`config.mk`:
```
export PLATFORM = sky130hd
export DESIGN_NAME = i2cmb_cmd_sequencer
export DESIGN_NICKNAME = d
export VERILOG_FILES = /design/src/rtl/i2cmb_cmd_sequencer.sv
export SDC_FILE = /design/constraint.sdc
export NUM_CORES = 1
export LEC_CHECK = 0
export ABC_CLOCK_PERIOD_IN_PS = 3000
export CAP_MARGIN = 10
export CORE_ASPECT_RATIO = 0.7
export CORE_MARGIN = 2
export CORE_UTILIZATION = 50
export DETAILED_ROUTE_END_ITERATION = 8
export PLACE_DENSITY = 0.79
export REMOVE_ABC_BUFFERS = 1
export SETUP_SLACK_MARGIN = 0.2
export SLEW_MARGIN = 30
export SYNTH_ARGS = -nofsm -noshare
export SYNTH_HDL_FRONTEND = slang
export SYNTH_SLANG_ARGS = --single-unit
```
`constraint.sdc`:
```
create_clock -name clk_i -period 3 [get_ports clk_i]
set_input_delay 0.6 -clock clk_i [delete_from_list [all_inputs] [get_ports clk_i]]
set_output_delay 0.6 -clock clk_i [all_outputs]
set_load 0.01 [all_outputs]
```
`src/rtl/i2cmb_cmd_sequencer.sv`:
```
// i2cmb_cmd_sequencer
//   Wishbone master that runs one iicmb_m_wb controller without software. It takes
//   single-byte I2C transfer requests and walks the controller through the full
//   CSR/DPR/CMDR sequence (enable, set bus, start, address, data write or read, stop),
//   then returns the read byte and a completion status.
//
// Ports
//   clk_i, rst_i              clock, asynchronous active-high reset
//   req_valid_i/req_ready_o   request handshake (ready only while idle)
//   req_rw_i                  0 = write byte, 1 = read byte (read-with-NAK)
//   req_bus_i/addr_i/data_i   target bus id, 7-bit slave address, write data
//   rsp_valid_o               one-cycle completion pulse
//   rsp_data_o                read data (0x00 on writes or errors), held until next response
//   rsp_status_o              00 ok, 01 NAK, 10 arbitration lost, 11 error or timeout
//   cyc_o, stb_o, we_o        Wishbone cycle/strobe (always equal) and write enable
//   adr_o, dat_o, dat_i       Wishbone address (0 CSR, 1 DPR, 2 CMDR), write/read data
//   ack_i                     Wishbone acknowledge
//   irq_i                     controller interrupt, only looked at while waiting on a command
//
// States
//   S_ENABLE    | write CSR = E|IE once after reset
//   S_IDLE      | req_ready_o high, waiting for a request
//   S_BUS_DPR   | DPR <= bus id
//   S_BUS_CMD   | CMDR <= set bus
//   S_START_CMD | CMDR <= start
//   S_ADDR_DPR  | DPR <= {addr, rw}
//   S_ADDR_CMD  | CMDR <= write (address byte)
//   S_DATA_DPR  | DPR <= write data
//   S_DATA_CMD  | CMDR <= write (data byte)
//   S_RD_CMD    | CMDR <= read with NAK
//   S_RD_DPR    | Wishbone read of DPR into the read-data register
//   S_STOP_CMD  | CMDR <= stop
//   S_WAIT      | wait for irq_i, bounded by IRQ_TIMEOUT
//   S_STATUS    | Wishbone read of CMDR (clears irq) and decode of completion bits
//   S_RESPOND   | rsp_valid_o pulse

module i2cmb_cmd_sequencer #(
   parameter int NUM_BUSSES  = 16,
   parameter int IRQ_TIMEOUT = 65535,
   localparam int BUS_W = (NUM_BUSSES > 1) ? $clog2(NUM_BUSSES) : 1
) (
   input  logic             clk_i,
   input  logic             rst_i,
   input  logic             req_valid_i,
   output logic             req_ready_o,
   input  logic             req_rw_i,
   input  logic [BUS_W-1:0] req_bus_i,
   input  logic [6:0]       req_addr_i,
   input  logic [7:0]       req_data_i,
   output logic             rsp_valid_o,
   output logic [7:0]       rsp_data_o,
   output logic [1:0]       rsp_status_o,
   output logic             cyc_o,
   output logic             stb_o,
   output logic             we_o,
   output logic [1:0]       adr_o,
   output logic [7:0]       dat_o,
   input  logic [7:0]       dat_i,
   input  logic             ack_i,
   input  logic             irq_i
);

   localparam int CNT_W = (IRQ_TIMEOUT > 0) ? $clog2(IRQ_TIMEOUT + 1) : 1;
   localparam logic [CNT_W-1:0] TO_VAL = CNT_W'(IRQ_TIMEOUT);
   localparam bit TO_EN = (IRQ_TIMEOUT != 0);

   localparam logic [1:0] ADR_CSR  = 2'd0;
   localparam logic [1:0] ADR_DPR  = 2'd1;
   localparam logic [1:0] ADR_CMDR = 2'd2;

   localparam logic [7:0] CSR_EN       = 8'hC0;
   localparam logic [7:0] CMD_WRITE    = 8'h01;
   localparam logic [7:0] CMD_READ_NAK = 8'h03;
   localparam logic [7:0] CMD_START    = 8'h04;
   localparam logic [7:0] CMD_STOP     = 8'h05;
   localparam logic [7:0] CMD_SET_BUS  = 8'h06;

   localparam logic [1:0] ST_OK  = 2'b00;
   localparam logic [1:0] ST_NAK = 2'b01;
   localparam logic [1:0] ST_AL  = 2'b10;
   localparam logic [1:0] ST_ERR = 2'b11;

   typedef enum logic [3:0] {
      S_ENABLE, S_IDLE, S_BUS_DPR, S_BUS_CMD, S_START_CMD, S_ADDR_DPR, S_ADDR_CMD,
      S_DATA_DPR, S_DATA_CMD, S_RD_CMD, S_RD_DPR, S_STOP_CMD, S_WAIT, S_STATUS, S_RESPOND
   } state_t;

   state_t           state_q, state_d;
   state_t           after_wait_q, after_wait_d;
   logic             cyc_q, cyc_d;
   logic             we_q, we_d;
   logic [1:0]       adr_q, adr_d;
   logic [7:0]       dat_q, dat_d;
   logic             ready_q, ready_d;
   logic             rsp_valid_q, rsp_valid_d;
   logic [7:0]       rsp_data_q, rsp_data_d;
   logic [1:0]       rsp_status_q, rsp_status_d;
   logic [1:0]       status_q, status_d;
   logic             rw_q, rw_d;
   logic [BUS_W-1:0] bus_q, bus_d;
   logic [6:0]       addr_q, addr_d;
   logic [7:0]       wdata_q, wdata_d;
   logic [7:0]       rd_data_q, rd_data_d;
   logic [CNT_W-1:0] cnt_q, cnt_d;

   logic             acc_done;
   logic             acc_en;
   logic             acc_we;
   logic [1:0]       acc_adr;
   logic [7:0]       acc_dat;
   logic             cmd_wr;
   state_t           wait_next;
   logic             fin;
   logic [1:0]       fin_status;

   // cyc_q is only ever high inside an access state, so this marks the last cycle of it
   assign acc_done = cyc_q & ack_i;

   always_comb begin
      state_d      = state_q;
      after_wait_d = after_wait_q;
      cyc_d        = cyc_q;
      we_d         = we_q;
      adr_d        = adr_q;
      dat_d        = dat_q;
      ready_d      = ready_q;
      rsp_valid_d  = 1'b0;
      rsp_data_d   = rsp_data_q;
      rsp_status_d = rsp_status_q;
      status_d     = status_q;
      rw_d         = rw_q;
      bus_d        = bus_q;
      addr_d       = addr_q;
      wdata_d      = wdata_q;
      rd_data_d    = rd_data_q;
      cnt_d        = cnt_q;
      acc_en       = 1'b0;
      acc_we       = 1'b1;
      acc_adr      = ADR_CMDR;
      acc_dat      = 8'h00;
      cmd_wr       = 1'b0;
      wait_next    = S_IDLE;
      fin          = 1'b0;
      fin_status   = status_q;

      case (state_q)
         S_ENABLE: begin
            acc_en  = 1'b1;
            acc_adr = ADR_CSR;
            acc_dat = CSR_EN;
            if (acc_done) begin
               state_d = S_IDLE;
               ready_d = 1'b1;
            end
         end
         S_IDLE: begin
            if (req_valid_i && ready_q) begin
               ready_d   = 1'b0;
               rw_d      = req_rw_i;
               bus_d     = req_bus_i;
               addr_d    = req_addr_i;
               wdata_d   = req_data_i;
               status_d  = ST_OK;
               rd_data_d = 8'h00;
               state_d   = S_BUS_DPR;
            end
         end
         S_BUS_DPR: begin
            acc_en  = 1'b1;
            acc_adr = ADR_DPR;
            acc_dat = 8'(bus_q);
            if (acc_done) state_d = S_BUS_CMD;
         end
         S_BUS_CMD: begin
            acc_en    = 1'b1;
            acc_dat   = CMD_SET_BUS;
            cmd_wr    = 1'b1;
            wait_next = S_START_CMD;
         end
         S_START_CMD: begin
            acc_en    = 1'b1;
            acc_dat   = CMD_START;
            cmd_wr    = 1'b1;
            wait_next = S_ADDR_DPR;
         end
         S_ADDR_DPR: begin
            acc_en  = 1'b1;
            acc_adr = ADR_DPR;
            acc_dat = {addr_q, rw_q};
            if (acc_done) state_d = S_ADDR_CMD;
         end
         S_ADDR_CMD: begin
            acc_en    = 1'b1;
            acc_dat   = CMD_WRITE;
            cmd_wr    = 1'b1;
            wait_next = rw_q ? S_RD_CMD : S_DATA_DPR;
         end
         S_DATA_DPR: begin
            acc_en  = 1'b1;
            acc_adr = ADR_DPR;
            acc_dat = wdata_q;
            if (acc_done) state_d = S_DATA_CMD;
         end
         S_DATA_CMD: begin
            acc_en    = 1'b1;
            acc_dat   = CMD_WRITE;
            cmd_wr    = 1'b1;
            wait_next = S_STOP_CMD;
         end
         S_RD_CMD: begin
            acc_en    = 1'b1;
            acc_dat   = CMD_READ_NAK;
            cmd_wr    = 1'b1;
            wait_next = S_RD_DPR;
         end
         S_RD_DPR: begin
            acc_en  = 1'b1;
            acc_we  = 1'b0;
            acc_adr = ADR_DPR;
            if (acc_done) begin
               rd_data_d = dat_i;
               state_d   = S_STOP_CMD;
            end
         end
         S_STOP_CMD: begin
            acc_en    = 1'b1;
            acc_dat   = CMD_STOP;
            cmd_wr    = 1'b1;
            wait_next = S_RESPOND;
         end
         S_WAIT: begin
            if (irq_i) begin
               state_d = S_STATUS;
            end else if (TO_EN && (cnt_q == TO_VAL)) begin
               fin        = 1'b1;
               fin_status = ST_ERR;
            end else if (cnt_q != {CNT_W{1'b1}}) begin
               cnt_d = cnt_q + CNT_W'(1);
            end
         end
         S_STATUS: begin
            acc_en = 1'b1;
            acc_we = 1'b0;
            // after_wait_q == S_RESPOND identifies the stop command
            if (acc_done) begin
               if (dat_i[7]) begin
                  if (after_wait_q == S_RESPOND) fin = 1'b1;
                  else state_d = after_wait_q;
               end else if (dat_i[4]) begin
                  fin        = 1'b1;
                  fin_status = ST_ERR;
               end else if (dat_i[5]) begin
                  fin        = 1'b1;
                  fin_status = ST_AL;
               end else if (dat_i[6]) begin
                  if (after_wait_q == S_RESPOND) begin
                     fin = 1'b1;
                  end else begin
                     status_d = ST_NAK;
                     state_d  = S_STOP_CMD;
                  end
               end else begin
                  // interrupt without any completion bit: treat as controller error
                  fin        = 1'b1;
                  fin_status = ST_ERR;
               end
            end
         end
         S_RESPOND: begin
            state_d = S_IDLE;
            ready_d = 1'b1;
         end
         default: state_d = S_ENABLE;
      endcase

      if (acc_en && !cyc_q) begin
         cyc_d = 1'b1;
         we_d  = acc_we;
         adr_d = acc_adr;
         dat_d = acc_dat;
      end
      // dropping cyc for a cycle after every ack guarantees the idle gap between accesses
      if (acc_done) cyc_d = 1'b0;

      if (acc_done && cmd_wr) begin
         state_d      = S_WAIT;
         after_wait_d = wait_next;
         cnt_d        = '0;
      end

      if (fin) begin
         state_d      = S_RESPOND;
         rsp_valid_d  = 1'b1;
         rsp_status_d = fin_status;
         rsp_data_d   = ((fin_status == ST_OK) && rw_q) ? rd_data_q : 8'h00;
      end
   end

   always_ff @(posedge clk_i or posedge rst_i) begin
      if (rst_i) begin
         state_q      <= S_ENABLE;
         after_wait_q <= S_IDLE;
         cyc_q        <= 1'b0;
         we_q         <= 1'b0;
         adr_q        <= 2'd0;
         dat_q        <= 8'h00;
         ready_q      <= 1'b0;
         rsp_valid_q  <= 1'b0;
         rsp_data_q   <= 8'h00;
         rsp_status_q <= 2'b00;
         status_q     <= 2'b00;
         rw_q         <= 1'b0;
         bus_q        <= '0;
         addr_q       <= 7'h00;
         wdata_q      <= 8'h00;
         rd_data_q    <= 8'h00;
         cnt_q        <= '0;
      end else begin
         state_q      <= state_d;
         after_wait_q <= after_wait_d;
         cyc_q        <= cyc_d;
         we_q         <= we_d;
         adr_q        <= adr_d;
         dat_q        <= dat_d;
         ready_q      <= ready_d;
         rsp_valid_q  <= rsp_valid_d;
         rsp_data_q   <= rsp_data_d;
         rsp_status_q <= rsp_status_d;
         status_q     <= status_d;
         rw_q         <= rw_d;
         bus_q        <= bus_d;
         addr_q       <= addr_d;
         wdata_q      <= wdata_d;
         rd_data_q    <= rd_data_d;
         cnt_q        <= cnt_d;
      end
   end

   assign req_ready_o  = ready_q;
   assign rsp_valid_o  = rsp_valid_q;
   assign rsp_data_o   = rsp_data_q;
   assign rsp_status_o = rsp_status_q;
   assign cyc_o        = cyc_q;
   assign stb_o        = cyc_q;
   assign we_o         = we_q;
   assign adr_o        = adr_q;
   assign dat_o        = dat_q;

endmodule

```
==> flow_summary.json, run 1 <==
{
  "outcome": "finished clean",
  "grt_overflow": 0,
  "worst_path_max_delay_cell": "clkdlybuf4s50_1",
  "cts_setup_buffers": 0,
  "syn2layout_area_growth_pct": 24.3,
  "floorplan.die.height_um": 78.3,
  "grt_first_pass_wirelength_mm": 16.0,
  "clock-sinks": 77,
  "grt_util_all_layers": 0.238,
  "critical_path.cell_chain": "clkdlybuf4s50_1 > nor3b_1 > o21ai_0 > a32oi_1 > nand2_1 > a2111oi_1",
  "synth_sequential_area_ratio": 0.489,
  "critical_path_peak_fanout": 4,
  "synth.ff_latch_count": 77,
  "routed_wire_length_per_instance_um": 17.2,
  "synthArstFlopShare": 1.00,
  "root_buffer_selected_by_cts": "clkbuf_16",
  "crit_required_ns": 3.21,
  "setup_total_negative_slack_ns": 0,
  "insertedDiodeCount": 0,
  "timing.clock.skew_ns": 0.00647,
  "area_after_detailed_placement_mm2": 0.00463,
  "arrival_ns": 2.60,
  "slew_headroom": 0.557,
  "power.density_mw_per_mm2": 427,
  "io_buffers": 57,
  "cts_tree": "done",
  "yosys.area.top_type": "dfrtp_1",
  "tritoncts.num_buffers": 9,
  "rows": 27,
  "ys_top_cells_by_area": "dfrtp_1 48%, mux2_2 5.1%, a22o_1 5.1%",
  "first_iter_violations": 394,
  "die_area_mm2": 0.00863,
  "dp_hpwl_mm": 6.57,
  "antenna_violations_before_repair": 0,
  "post_route_cells_drive_above_1_share": 0.135,
  "rsz_0062_raised_after_global_routing": "false",
  "synth_top_flop_cell": "dfrtp_1",
  "p_leak_nw": 2.17,
  "finalSetupViolations": 0,
  "drt.antenna.violating_nets": 0,
  "setup.worst_path.start_class": "primary input",
  "via_count_of_the_first_global_routing_pass": 3341,
  "die_x_um": 110,
  "via_to_cell_ratio": 6.02,
  "slew_violations": 0,
  "drv.max_cap_violation_count": 0,
  "finalNetCount": 473,
  "placeableCoreArea_mm2": 0.00777,
  "synthesis.area_mm2": 0.00395,
  "worstSkewPairLatency_ns": 0.33,
  "clk_buf_depth": 2,
  "worst_setup_hold_path_clk_slew_ns": 0.06,
  "timing.final.crit_share": 0.798,
  "synth_enable_flop_cells": 0,
  "synth_area_per_cell_um2": 10.3,
  "maxClockFrequency_ghz": 0.418,
  "final_hold_viol_count": 0,
  "synth.lib_cells_used.distinct": 72,
  "h-tree-depth": 3,
  "drt_total_wl_mm": 9.38,
  "timing.critical_path.slowest_cell_delay_ns": 0.50,
  "ir_worst_vdd_uv": 257,
  "tightest_slew_ns": 0.660,
  "syn-instance-count": 384,
  "first_pass_drt_iterations": 5,
  "synth_top_area_frac": 0.482,
  "hold_removal_path_class": "flip-flop to flip-flop",
  "grt_max_degree": 78,
  "setup.worst_path.end_class": "flip-flop",
  "final.min_clock_period_ns": 2.39,
  "drt_drc_violations_left": 0,
  "yosysWarningCount": 0,
  "critPathKind": "primary input to flip-flop",
  "stdcell_area_mm2": 0.00490,
  "routabilityCongestion": 0.863,
  "ctsResizeCount": 0,
  "post_cts_hold_buffer_count": 0,
  "ports": 58,
  "effective_utilization_at_floorplan": 0.508,
  "route.vias.total": 3283
}
[path summary, 6_finish.rpt]
check                                          from                          end  slack, ns  cells past startpoint
max reg2reg                  state_q[1]$_DFFE_PP0P_       state_q[0]$_DFFE_PP0P_       0.66                      6
max in group asynchronous                     rst_i  after_wait_q[0]$_DFFE_PP1P_       1.99                      3
min in group asynchronous                     rst_i     rd_data_q[0]$_DFFE_PP0P_       0.68                      3
max                                        dat_i[6]       state_q[0]$_DFFE_PP0P_       0.61                      6
min                        rd_data_q[4]$_DFFE_PP0P_    rsp_data_o[4]$_DFFE_PP0P_       0.49                      1
min reg2reg                rd_data_q[4]$_DFFE_PP0P_    rsp_data_o[4]$_DFFE_PP0P_       0.49                      1
[per-layer routing]
layer / vias to the layer above / wire, µm / GRT usage
met3: 15 / 758 / 0.0615
met4: 0 / 90 / 0.0663
met5: - / 0 / 0
met1: 1595 / 4090 / 0.328
li1: 1527 / - / -
met2: 146 / 4440 / 0.374
[synthesized netlist by cell type (2+ instances only)]
| master | instances |
|---|---|
| nor3_1 | 4 |
| a31oi_1 | 3 |
| xor2_1 | 6 |
| nand2b_1 | 4 |
| clkbuf_1 | 8 |
| nand4_1 | 2 |
| a22o_1 | 23 |
| mux2i_1 | 10 |
| buf_2 | 8 |
| or3_1 | 4 |
| o21bai_1 | 2 |
| o211ai_1 | 3 |
| and2_1 | 4 |
| nand4_2 | 2 |
| a221o_1 | 2 |
| nor2_1 | 32 |
| o22ai_1 | 5 |
| a221oi_1 | 2 |
| mux2_2 | 18 |
| nand2_1 | 34 |
| nor2b_1 | 5 |
| nor4b_1 | 2 |
| or2_1 | 2 |
| o21ai_0 | 32 |
| buf_1 | 4 |
| xnor2_1 | 4 |
| o2111ai_1 | 3 |
| dfrtp_1 | 76 |
| buf_4 | 2 |
| and4_1 | 3 |
| nand3_1 | 4 |
| inv_1 | 10 |
| nor4_1 | 2 |
| a31o_2 | 2 |
| a21oi_1 | 14 |
| a211oi_1 | 5 |
| a32oi_1 | 2 |
| o32ai_1 | 2 |
[sequential cells by signal, indices dropped and copies added (netlist names), 2 cells and up]
name          cells
adr_o             2
cnt_q            16
wdata_q           8
rsp_status_o      2
rd_data_q         8
dat_o             8
addr_q            7
bus_q             4
state_q           4
after_wait_q      4
rsp_data_o        8
[critical path: cells and delay by family]
family                 cells  cell delay (ns)
AO/OA/AOI/OAI              3             0.89
buffers and inverters      1             0.50
AND/OR/NAND/NOR            2             0.60
[power breakdown]
| group | switching, mW | internal, mW |
|---|---|---|
| Sequential | 0.000713 | 1.04 |
| Clock | 0.419 | 0.558 |
| Combinational | 0.0324 | 0.0435 |
| Total | 0.452 | 1.64 |
[cells by family after synthesis]
family / count (synthesis) / synth area share
xor+xnor: 10 / 0.0222
fa+ha+maj: 1 / 0.00317
flops: 77 / 0.489
simple gates: 117 / 0.161
mux: 29 / 0.0796
buf+inv: 36 / 0.0412
compound gates: 114 / 0.204
[cells in the final DEF (no fill, tap or decap), types with 3 or more instances in the layout]
cell / instances
clkinv_2: 4
or3_1: 4
and2_1: 4
a22o_1: 23
o2111ai_1: 3
nor3_1: 4
o21ai_0: 32
nor2b_1: 5
and4_1: 3
clkbuf_16: 9
buf_4: 9
dfrtp_1: 76
a211oi_1: 5
xor2_1: 6
o211ai_1: 3
inv_1: 9
nand3_1: 4
o22ai_1: 5
xnor2_1: 4
a21oi_1: 14
clkdlybuf4s50_1: 57
nor2_1: 32
nand2_1: 34
a31oi_1: 3
mux2i_1: 10
mux2_2: 18
nand2b_1: 4
[through the flow]
step,hold slack [ns],total power [mW],instances,utilization,worst slack [ns]
global placement,0.477,1.13,529,0.596,0.346
finish,0.494,2.09,545,0.631,0.607
detailed placement,0.479,1.14,529,0.596,0.298
CTS,0.496,2.11,545,0.631,0.636
global route,0.520,2.17,545,0.631,0.432
floorplan,0.461,1.08,360,-,0.435
[area by class of cell]
type | count | area [µm²]
fill | 643 | 2870
tap | 101 | 126
sequential | 77 | 1930
timing repair buffer | 68 | 678
inverter | 12 | 46.3
clock inverter | 6 | 40.0
clock buffer | 10 | 229
multi-input combinational | 271 | 1860
Power figures use the tool's default switching activity.
==> run 2: changes to the inputs <==
--- a/config.mk
+++ b/config.mk
@@ -5,7 +5,7 @@
 export SDC_FILE = /design/constraint.sdc
 export NUM_CORES = 1
 export LEC_CHECK = 0
-export ABC_CLOCK_PERIOD_IN_PS = 3000
+export ABC_CLOCK_PERIOD_IN_PS = 2300
 export CAP_MARGIN = 10
 export CORE_ASPECT_RATIO = 0.7
 export CORE_MARGIN = 2
==> constraint.sdc (replaced) <==
create_clock -name clk_i -period 2.3 [get_ports clk_i]
set_input_delay 0.46 -clock clk_i [delete_from_list [all_inputs] [get_ports clk_i]]
set_output_delay 0.46 -clock clk_i [all_outputs]
set_load 0.01 [all_outputs]
==> flow_summary.json, run 2 (synthesis gave the netlist of run 1 again) <==
{
  "clk_buf_depth": 2,
  "first_pass_drt_iterations": 5,
  "maxClockFrequency_ghz": 0.481,
  "worst_path_max_delay_cell": "or4_4",
  "ir_worst_vdd_uv": 403,
  "combinationalPowerShare": 0.035,
  "worst_setup_hold_path_clk_slew_ns": 0.06,
  "worst_hold_startpoint": "dat_o[5]$_DFFE_PP0P_",
  "post-route-worst-setup-slack_ns": 0.223,
  "cts_tree": "done",
  "power_switching_share": 0.207,
  "drv.max_cap_violation_count": 0,
  "critPathKind": "primary input to flip-flop",
  "rr_startpoint": "cnt_q[9]$_DFFE_PP0P_",
  "count_of_placed_standard_cells_including_taps": 554,
  "timing.clock.skew_ns": 0.00677,
  "post_layout_nonfiller_instances": 570,
  "rows": 27,
  "post_route_cells_drive_above_1_share": 0.200,
  "grt_first_pass_wirelength_mm": 16.3,
  "largest_register_ff_count": 16,
  "routed_wire_length_per_instance_um": 17.3,
  "share_clk_of_total_power": 0.511,
  "timing.final.crit_share": 0.903,
  "ports": 58,
  "cellInternalPower_mw": 2.37,
  "worst_slack_after_detailed_placement_ns": -0.175,
  "grt_util_all_layers": 0.244,
  "postLayoutCoreUtil": 0.667,
  "grt_max_degree": 42,
  "via_to_cell_ratio": 5.96,
  "first_iter_violations": 319,
  "route.vias.total": 3397,
  "io_buffers": 57,
  "tritoncts.num_buffers": 9,
  "via_count_of_the_first_global_routing_pass": 3290,
  "worstSkewPairLatency_ns": 0.33,
  "hold_removal_path_class": "flip-flop to flip-flop",
  "h-tree-depth": 3,
  "timing.critical_path.slowest_cell_delay_ns": 0.58,
  "effective_utilization_at_floorplan": 0.508,
  "syn2layout_area_growth_pct": 31.3,
  "clock-sinks": 77,
  "die_area_mm2": 0.00863,
  "p_leak_nw": 2.32,
  "arrival_ns": 2.29,
  "outcome": "finished clean",
  "cts_setup_buffers": 0,
  "drt_total_wl_mm": 9.87,
  "finalNetCount": 498,
  "drt_drc_violations_left": 0,
  "power.density_mw_per_mm2": 577,
  "leading_cell_types_in_the_layout_fill_and_taps_excluded": "74 x dfrtp_1, 56 x clkdlybuf4s50_1, 33 x nand2_1, 33 x buf_4, 32 x o21ai_0",
  "critical_path_peak_fanout": 4,
  "placeableCoreArea_mm2": 0.00777,
  "setup.worst_path.end_class": "flip-flop",
  "floorplan.die.height_um": 78.3,
  "tightest_slew_ns": 0.628,
  "root_buffer_selected_by_cts": "clkbuf_16",
  "setup_total_negative_slack_ns": 0,
  "slew_headroom": 0.579,
  "final_hold_viol_count": 0,
  "reg_power_frac": 0.454,
  "post_cts_hold_buffer_count": 0,
  "final.min_clock_period_ns": 2.08,
  "mostFrequentLayoutCell": "dfrtp_1",
  "grt_overflow": 0,
  "setup.worst_path.start_class": "primary input",
  "critPathLaunch": "dat_i[7]",
  "rsz_0062_raised_after_global_routing": "true",
  "largest-register": "cnt_q",
  "fillers": 581,
  "power.switching_uw": 619,
  "insertedDiodeCount": 0,
  "antenna_violations_before_repair": 0,
  "die_x_um": 110,
  "critical_path.cell_chain": "clkdlybuf4s50_1 > or4_4 > o32a_4 > and2_4 > clkinv_2 > mux2_1",
  "slew_violations": 0,
  "routabilityCongestion": 0.901,
  "drt.antenna.violating_nets": 0,
  "dp_hpwl_mm": 7.01,
  "finalSetupViolations": 0,
  "crit_required_ns": 2.51
}
[run 2: power by group through the flow]
stage          registers [mW]  logic, mW  clock network (mW)
2_1_floorplan            1.38     0.0268                   0
3_3_place_gp             1.38      0.104                   0
3_5_place_dp             1.38      0.107                   0
4_1_cts                  1.36      0.107                1.55
5_1_grt                  1.36      0.116                1.62
6_report                 1.36      0.104                1.53
[run 2: path summary, 6_finish.rpt]
check / to / slack [ns] / cells after the start
worst max-delay path: rsp_status_o[0]$_DFFE_PP0P_ / 0.22 / 6
worst min-delay path: dat_o[5]$_DFFE_PP0P_ / 0.49 / 2
worst max register to register: rsp_status_o[0]$_DFFE_PP0P_ / 0.29 / 6
worst min register to register: dat_o[5]$_DFFE_PP0P_ / 0.49 / 2
max in group asynchronous: state_q[2]$_DFFE_PP0P_ / 1.33 / 3
min in group asynchronous: after_wait_q[3]$_DFFE_PP0P_ / 0.56 / 3
[run 2: cell type report]
type                    count  area (µm²)  share of cell area
flip-flops and latches     77        1930               0.373
repair buffers             93         877               0.169
multi-input cells         271        1880               0.363
well taps                 101         126              0.0244
clock inverters             7        96.3              0.0186
clock buffers               9         225              0.0435
inverters                  12        46.3             0.00893
[run 2: per-stage QoR]
stage          instance area (µm²)  hold slack (ns)  total power [mW]
6_report                      5180            0.494              2.99
5_1_grt                       5180            0.507              3.09
4_1_cts                       5160            0.501              3.01
3_5_place_dp                  4830            0.486              1.49
3_3_place_gp                  4830            0.473              1.49
2_1_floorplan                 3830            0.461              1.41
[run 2: metal layers]
layer	share of wire	track usage
met1	0.46	0.361
met2	0.46	0.363
met5	0	0
met3	0.065	0.0548
met4	0.013	0.0613
[run 2: repair_timing]
action                     in CTS  in global routing
setup endpoints to repair       9                 43
resized for setup               2                  7
hold endpoints to repair        0                  0
[run 2: critical path, delay by kind of cell]
kind / cells / cell delay, ns
muxes: 1 / 0.31
buffers and inverters: 2 / 0.53
AOI/OAI and AO/OA: 1 / 0.22
and+or+nand+nor: 2 / 0.77
==> edit, RTL diff (settings of run 1) <==
`dat_q` no longer has a reset.
--- a/src/rtl/i2cmb_cmd_sequencer.sv
+++ b/src/rtl/i2cmb_cmd_sequencer.sv
@@ -304,5 +304,4 @@
          we_q         <= 1'b0;
          adr_q        <= 2'd0;
-         dat_q        <= 8'h00;
          ready_q      <= 1'b0;
          rsp_valid_q  <= 1'b0;
@@ -322,5 +321,4 @@
          we_q         <= we_d;
          adr_q        <= adr_d;
-         dat_q        <= dat_d;
          ready_q      <= ready_d;
          rsp_valid_q  <= rsp_valid_d;
@@ -337,4 +335,8 @@
    end
 
+   always_ff @(posedge clk_i) begin
+      dat_q <= dat_d;
+   end
+
    assign req_ready_o  = ready_q;
    assign rsp_valid_o  = rsp_valid_q;
Formal check against the unedited RTL: not equivalent (a bounded check fails within 4 cycles, from zero or initial values and one cycle with rst_i high).
==> edit against run 1 <==
Area after synthesis is 2.6% higher; highest routed layer unchanged; final cell count is 9.9% higher; core utilization is 1.8 points higher; sequential cell count stayed put; worst setup slack worse by 150 ps; design area is 4.1% higher; wire length is 15% higher; first-iteration DRC count is 11% higher; critical path depth is 1 higher.
Power is not compared: it rests on default switching activity, and its combinational part moved more than twofold at a synthesized area within 25%.
==> edit: results (changes against run 1) <==
metric;value;unit;change
top post-synthesis cells by area;dfrtp_1 42%, edfxtp_1 5.9%, nand2_1 5.9%;;
initial DRC count;437;;+11%
EDFF count, synth;8;;+8
outcome;finished, final reports clean;;
final number of hold-violating endpoints;0;;unchanged
Post-synth top cells;68 x dfrtp_1, 64 x nand2_1, 32 x a21oi_1, 30 x nor2_1, 18 x clkbuf_1;;
Least-Margin Pin Slew;719;ps;+59.3 ps
sequential area share after synthesis;48.6;%;-0.26 points
worst reg-to-reg path cell count;6;;unchanged
drt total wl;10.8;mm;+15%
WL met1;5.19;mm;+27%
DR WL met2;4.62;mm;+4.1%
worst r2r src;cyc_o;;
met3 wire length;849;µm;+12%
CP max-delay cell;nor4b_4;;
initial antenna violation count;0;;unchanged
Root Driver;clkbuf_16;;
vias in the first global route;3569;;+6.8%
crit-path max FO;8;;+4
GP Congestion;0.931;;+8.0%
Worst Hold Path EP;wdata_q[5];;
Hold Path Depth;2;;+1
nets@finish;527;;+11%
pre-CTS setup slack;145;ps;-153 ps
HP Start;wdata_q[5];;
Post-CTS Setup Bufs;0;;unchanged
aggregate global-route resource usage;25.8;%;+1.9 points
Clock Skew;6.20;ps;-0.277 ps
via density per instance;6.17;;+2.5%
worst r2r dst;rsp_data_o[2];;
fraction of layout cells with a size suffix above 1;12.7;%;-0.86 points
async set-reset flop share out of synthesis;89.6;%;-10 points
Cell variety after synth;61;;-15%
largest net degree at the start of global routing;40;;-49%
first-pass GRT wire length;18.2;mm;+14%
Largest register FFs;16;;unchanged
delay-heaviest family, CP;simple AND/OR/NAND/NOR gates;;
DP HPWL;7.41;mm;+13%
FF-to-FF setup slack;550;ps;-110 ps
edit: worst max-delay path by stage:
| stage | to | startpoint | slack, ps |
|---|---|---|---|
| floorplan | rd_data_q[0] | state_q[0] | -740 |
| global placement | rsp_data_o[2] | ack_i | -110 |
| detailed placement | rsp_data_o[0] | ack_i | 150 |
| CTS | rsp_data_o[2] | ack_i | 490 |
| global route | rsp_data_o[1] | ack_i | 370 |
| finish | rsp_data_o[2] | ack_i | 450 |
edit: through the flow:
step	hold slack, ps	area [µm²]	util [%]	setup TNS, ps	instances
after global routing	507	5110	64.9	0	599
after floorplan	445	3920	-	-12210	401
after CTS	477	5110	64.9	0	599
after global placement	459	4800	61.0	-1020	583
final	476	5110	64.9	0	599
after detailed placement	463	4810	61.1	0	583
edit: per-layer routing:
metal  vias to the layer above  global-route usage (%)
li1                       1721                       -
met1                      1807                    37.3
met2                       156                    38.0
met3                        13                    7.94
met4                         0                    6.30
met5                         -                       0
edit: power by group:
group	leakage (nW)	switching [W]	internal [W]
sequential	0.985	0.000224	0.00142
combinational	1.03	0.00112	0.000809
clock	0.143	0.000435	0.000650
total	2.15	0.00178	0.00288
edit: cell families after synthesis:
family                   share of synthesized area, %
AO/OA/AOI/OAI                                    19.1
XOR/XNOR                                        0.433
adder cells (fa/ha/maj)                         0.309
buffers and inverters                            4.29
flip-flops                                       48.6
multiplexers                                     4.73
AND/OR/NAND/NOR                                  22.5
edit: area by class of cell:
cell class / count / area (µm²)
flip-flops and latches: 77 / 1970
well taps: 101 / 126
fillers: 672 / 2770
clock buffers: 10 / 229
repair buffers: 81 / 751
multi-input cells: 312 / 1920
clock inverters: 6 / 68.8
inverters: 12 / 45.0
